===== src/rtl/instr_fetch_ctrl.sv =====
// instr_fetch_ctrl: shares one instruction memory between the loader and PC-driven fetch, feeding words to the decoder over valid/ready.
// Define IFETCH_HALT_ZERO_EN to make an all-zero fetched word halt the sequencer after it is delivered.
module instr_fetch_ctrl #(
  parameter int DATA_W = 32,
  parameter int MEM_DEPTH = 64,
  parameter int RD_LAT = 1,
  parameter int RESET_PC = 0,
  localparam int AW = $clog2(MEM_DEPTH)
) (
  input  logic              clk,
  input  logic              rst,
  input  logic              start,
  input  logic              halt_req,
  input  logic              ld_valid,
  output logic              ld_ready,
  input  logic [AW-1:0]     ld_addr,
  input  logic [DATA_W-1:0] ld_data,
  input  logic              br_valid,
  input  logic [AW-1:0]     br_target,
  output logic              mem_we,
  output logic [AW-1:0]     mem_addr,
  output logic [DATA_W-1:0] mem_wdata,
  input  logic [DATA_W-1:0] mem_rdata,
  output logic              instr_valid,
  input  logic              instr_ready,
  output logic [DATA_W-1:0] instr_out,
  output logic [AW-1:0]     instr_pc,
  output logic              busy
);
  typedef enum logic [2:0] {IDLE, ISSUE, WAIT, HOLD, HALTED} state_t;
  state_t state_q, state_d;
  logic [AW-1:0] pc_q, pc_d, ipc_q, ipc_d;
  logic [1:0] lat_q, lat_d;
  logic valid_q, valid_d, halt_q, halt_d;
  logic [DATA_W-1:0] out_q, out_d;
  logic ld_own, zero_stop;
  assign ld_own = state_q == IDLE || state_q == HALTED;
`ifdef IFETCH_HALT_ZERO_EN
  assign zero_stop = out_q == '0;
`else
  assign zero_stop = 1'b0;
`endif
  always_comb begin
    state_d = state_q;
    pc_d = pc_q;
    lat_d = lat_q;
    valid_d = valid_q;
    out_d = out_q;
    ipc_d = ipc_q;
    halt_d = halt_q;
    if (ld_own) begin
      halt_d = 1'b0;
      if (start && !ld_valid) begin
        pc_d = AW'(RESET_PC);
        state_d = ISSUE;
      end
    end else if (br_valid) begin
      pc_d = br_target;
      valid_d = 1'b0;
      state_d = ISSUE;
    end else begin
      halt_d = halt_q | halt_req;
      case (state_q)
        ISSUE: begin
          lat_d = 2'(RD_LAT - 1);
          state_d = WAIT;
        end
        WAIT: begin
          lat_d = lat_q - 1'b1;
          if (lat_q == '0) begin
            out_d = mem_rdata;
            ipc_d = pc_q;
            valid_d = 1'b1;
            state_d = HOLD;
          end
        end
        HOLD: if (instr_ready) begin
          pc_d = (pc_q == AW'(MEM_DEPTH - 1)) ? '0 : pc_q + 1'b1;
          valid_d = 1'b0;
          state_d = (halt_q || halt_req || zero_stop) ? HALTED : ISSUE;
        end
        default: state_d = IDLE;
      endcase
    end
  end
  always_ff @(posedge clk or negedge rst) begin
    if (!rst) begin
      state_q <= IDLE;
      pc_q <= AW'(RESET_PC);
      lat_q <= '0;
      valid_q <= 1'b0;
      out_q <= '0;
      ipc_q <= '0;
      halt_q <= 1'b0;
    end else begin
      state_q <= state_d;
      pc_q <= pc_d;
      lat_q <= lat_d;
      valid_q <= valid_d;
      out_q <= out_d;
      ipc_q <= ipc_d;
      halt_q <= halt_d;
    end
  end
  // Loader-facing outputs are gated by rst so a write in progress drops the moment reset asserts.
  assign ld_ready = rst && ld_own && ld_valid;
  assign mem_we = ld_ready;
  assign mem_addr = !rst ? '0 : ld_own ? ld_addr : pc_q;
  assign mem_wdata = (rst && ld_own) ? ld_data : '0;
  assign instr_valid = valid_q;
  assign instr_out = out_q;
  assign instr_pc = ipc_q;
  assign busy = !ld_own;
endmodule


===== config.mk =====
export PLATFORM = sky130hd
export DESIGN_NAME = instr_fetch_ctrl
export DESIGN_NICKNAME = d
export VERILOG_FILES = /design/src/rtl/instr_fetch_ctrl.sv
export SDC_FILE = /design/constraint.sdc
export NUM_CORES = 1
export LEC_CHECK = 0
export CAP_MARGIN = 20
export CORE_ASPECT_RATIO = 1.5
export CORE_MARGIN = 2
export CORE_UTILIZATION = 33
export DETAILED_ROUTE_END_ITERATION = 12
export PLACE_DENSITY = 0.75
export SYNTH_ARGS = -nofsm -noshare
export SYNTH_HDL_FRONTEND = slang
export SYNTH_SLANG_ARGS = --single-unit

===== constraint.sdc =====
create_clock -name clk -period 1.6 [get_ports clk]
set_input_delay 0.4 -clock clk [delete_from_list [all_inputs] [get_ports clk]]
set_output_delay 0.4 -clock clk [all_outputs]
set_load 0.03 [all_outputs]

# After elaboration in Yosys (flattened, before gate mapping)
# Index checks and enable logic that the tools add are counted.
# totals
word_cells	64
inputBits	83
regBits	51
# op_classes
n_addsub	2
muxes	23
eq_ne	11
n_reduce_logical	18
bitwise_logic	3
# op_table
cell	n
two-way mux 6 bit	8
two-way mux 32 bit	1
two-way mux 3 bit	6
one-hot mux 3 bit (3 select lines)	1
AND reduction 3 bit	3
nonzero test 3 bit	3
!= test 4 bit (second input constant)	2
AND reduction 4 bit	2
adder 6 x 1 -> 6 bit (second input constant)	1
equality test 3 x 2 -> 1 bit (second input constant)	2
equality test 6 bit (second input constant)	1
!= test 3 bit (second input constant)	2
two-way mux 1 bit	5
!= test 2 x 1 -> 1 bit (second input constant)	2
one-hot mux 2 bit (2 select lines)	1
equality test 3 x 1 -> 1 bit (second input constant)	1
equality test 3 bit (second input constant)	1
logical AND 1 bit	3
zero test 3 bit	1
zero test 1 bit	2
zero test 2 bit	1
logical OR 1 bit	2
inverter 1 bit	2
one-hot mux 1 bit (2 select lines)	1
3 further kinds	3

# Logic depth before layout (Yosys ltp)
# depth
depth_word	6
ltp_mapped	6

# Least setup slack after synthesis
# No wires, ideal clock.
# synth_path
path_type	register -> output
startpoint	reg state_q[1]
endpoint	out mem_addr[1]
t_arrival_ps	1728
setup_slack_ps	-528
t_required_ps	1200
path_stages_with_launch	5
n_path_buf	1
path_cell_list	dfrtp_1 -> nor2_2 -> clkbuf_1 -> nand2_1 -> a21boi_0
# synth_between
elab_chain_cells	4
word_cells_on_any_way	5
cone_classes	1 x eq/ne; 2 x mux; 2 x reduce/logical
# synth_rtl
element	line_no	source
start: declaration	31	state_t state_q, state_d;
start signal: assignment	96	state_q <= state_d;
equality test 3 bit / zero test 3 bit (equally long branches)	37	assign ld_own = state_q == IDLE || state_q == HALTED;
logical OR 1 bit (*)	37	
two-way mux 6 bit (*) (2 in a row)	108	assign mem_addr = !rst ? '0 : ld_own ? ld_addr : pc_q;
end: declaration	21	output logic [AW-1:0] mem_addr,
# Every way passes the cells marked *; elsewhere a longest branch is shown, timed or not.

# Worst setup path in the final report
# layout_path
startpoint	reg state_q[0]
endpoint	out mem_addr[4]
# Same word-level chain as after synthesis.

==> out/metrics.csv <==
stage;metric;value;unit
outcome;status;finished with violations;
outcome;violated checks;setup timing;
routing;Detailed Route Iter0 Violations;129;
yosys;Seq/Total Area, Yosys;0.4913;
routing;drt wl/cell;16.51;µm
grt;global route overflow;0;
grt;vias in the first global route;2706;
yosys;Synth Register Bits;51;
placed_design;GP Congestion;0.7823;
floorplanning;row cnt;39;
power_and_ir_drop;peak supply drop;0.0007069;V
yosys;Netlist Area Pre-Place;2597;µm²
grt;initial antenna violation count;0;
timing;min Tclk post-route;1.873;ns
routing;routed vias;2568;
clock_tree;worst-case clock buffer depth;2;
clock_tree;CTS clk-pin slew, worst paths;0.07;ns
timing;Setup Skew;0.003744;ns
yosys;count leader, synth;dfrtp_1;
timing;Worst Tran Pin Value;0.5608;ns
floorplanning;core area;7612;µm²
placed_design;Place WS;-0.2955;ns
worst_setup_path;Worst Reg-to-Reg Cells;5;
routing;TritonRoute pass-1 iters;4;
floorplanning;Chip Height;112.7;µm
placed_design;detailed placer's ending HPWL;6001;µm
clock_tree;clock tree sinks;51;
floorplanning;die width;76.44;µm
timing;setup ws final;-0.2734;ns
floorplanning;I/O pin count;163;
layout;Final Non-Filler Cells;524;
timing;fin. max-slew vios;0;
placed_design;IO Port Bufs;162;
run;maxcap violations;0;
worst_setup_path;CP Launch Type;register;
clock_tree;H-tree levels;2;
layout;Final #Nets;506;
timing;relative slew slack;0.6261;
yosys;Post-Syn Nets;324;
min_path;Hold Path Class;in2async;
layout;layout cells sized above 1;0.3934;
worst_setup_path;Reg2Reg Capture Point;pc_q[4];
timing;unrepaired setup endpoints after global routing;true;
yosys;EDFF count, synth;0;
floorplanning;Die Area;8612;µm²
routing;Routed Antenna Nets;0;
layout;Final Util;0.6571;
grt;pin count of the biggest net entering global routing;45;
routing;final wirelength;8652;µm
layout;Layout area overhead;92.58;%
routing;DR DRC count;0;
power_and_ir_drop;Leakage Power;0.002322;µW
worst_setup_path;Setup CP Type;reg2out;
yosys;cell count after synthesis;239;
placed_design;Placed Cells;506;
yosys;Synth top area share;0.4913;
yosys;asr flop ratio synth;1.000;
timing;crit share post-route;1.171;
clock_tree;Num CTS Buffers;5;
timing;count of final hold-check violations;0;
clock_tree;CTS root buf;clkbuf_16;
clock_tree;latest clock arrival within the worst-skew pair;0.29;ns
layout;diode count;0;
yosys;Synth Warn #;0;
yosys;post-synth cell types;41;
worst_setup_path;reg2reg start;state_q[1];
grt;GRT Total Usage;0.1907;
layout;Layout fillers;610;
power_and_ir_drop;PD cells;1699;nW/µm²
yosys;ys flop type;dfrtp_1;
clock_tree;Post-CTS Hold Buffers;0;
yosys;average cell area after synthesis;10.87;µm²
yosys;cell taking the most area after synthesis;dfrtp_1;
worst_setup_path;Worst Path Required;1.20;ns
worst_setup_path;R2R setup slack;0.06;ns
grt;global-route wire length before repair;13340;µm
worst_setup_path;CP endpoint kind;output port;
floorplanning;Initial Util;0.3412;
worst_setup_path;worst-path fanout max;6;
yosys;synth cell count leaders;51 x dfrtp_1, 33 x and3_1, 33 x mux2_2;
timing;Setup Viol. Count Final;41;
worst_setup_path;crit path DAT;1.47;ns
timing;Fmax;533.8;MHz
clock_tree;CTS tree;yes;
yosys;top post-synthesis cells by area;dfrtp_1 49%, mux2_2 14%, and3_1 7.9%;
routing;Via density;4.901;
repair_timing:
action                     in CTS  in global routing
resized for setup             100                 30
gates cloned                    1                  4
setup endpoints to repair      81                 78
pin swaps                       2                 14
buffers inserted                1                  5
cells in the final DEF, fill, tap and decap left out, types with 9 or more instances in the layout:
master and n:
mux2_2 33, clkbuf_16 9, clkdlybuf4s50_1 80, buf_4 19
nand2_2 10, dfrtp_1 50, buf_6 42, o21ai_0 9
and3_4 23, nand2_1 15, a21oi_1 9, dlygate4sd2_1 40
worst max-delay path by stage:
stage	start	endpoint	slack, ns	cells after the start
4_1_cts	state_q[1]	mem_wdata[18]	-0.29	5
3_3_place_gp	br_valid	instr_out[2]	-0.25	5
5_1_grt	state_q[0]	mem_addr[0]	-0.33	6
3_5_place_dp	br_valid	state_q[2]	-0.30	6
6_report	state_q[0]	mem_addr[4]	-0.27	6
2_1_floorplan	state_q[0]	mem_wdata[10]	0.0005	3
final cells by class:
cell class,count,area (µm²),area share
repair buffers,193,1992,0.3982
multi-input cells,163,1424,0.2846
flip-flops and latches,51,1277,0.2554
clock buffers,6,138.9,0.02776
well taps,102,127.6,0.02551
inverters,7,26.28,0.005253
clock inverters,2,16.27,0.003252
where the power goes:
| part | total (µW) | switching [µW] | internal, µW |
|---|---|---|---|
| clock | 1100 | 471 | 625 |
| sequential | 2240 | 355 | 1880 |
| combinational | 5160 | 2810 | 2350 |
critical path: stages, from the launching register on:
cell      delay (ns)
dfrtp_1         0.40
nor2_4          0.14
buf_12          0.14
buf_12          0.12
nand2_2         0.07
a21boi_4        0.15
buf_6           0.14
logic make-up (layout without fill, tap and decap cells):
logic type | after synthesis | after routing | share of synthesized area
multiplexers | 40 | 40 | 0.1715
AND/OR/NAND/NOR | 80 | 80 | 0.1686
adder cells (fa/ha/maj) | 2 | 2 | 0.009632
flip-flops | 51 | 51 | 0.4913
buffers and inverters | 25 | 208 | 0.04432
AO/OA/AOI/OAI | 41 | 41 | 0.1146
per-layer routing:
metal	part of all wire	wire length, µm	vias to the layer above	track usage
li1	-	-	1216	-
met3	0.058	504	12	0.04502
met4	0.013	116	0	0.05091
met1	0.37	3168	1224	0.2099
met5	0	0	-	0
met2	0.56	4863	116	0.3628
flip-flops by register name (all words and copies together), names as in the netlist:
name         cells
instr_out       32
halt_q           1
lat_q            2
pc_q             6
state_q          3
instr_valid      1
instr_pc         6
metrics by stage:
stage,setup TNS (ns),total power (µW),hold slack (ns),area [µm²]
2_1_floorplan,0,5119,0.1044,2705
3_3_place_gp,-11.41,6947,0.3617,4427
3_5_place_dp,-13.29,7079,0.3687,4427
4_1_cts,-9.818,8182,0.06234,4760
5_1_grt,-11.81,8958,0.06966,5002
6_report,-9.696,8499,0.07402,5002
Note: power is estimated with default switching activity, not from simulation.
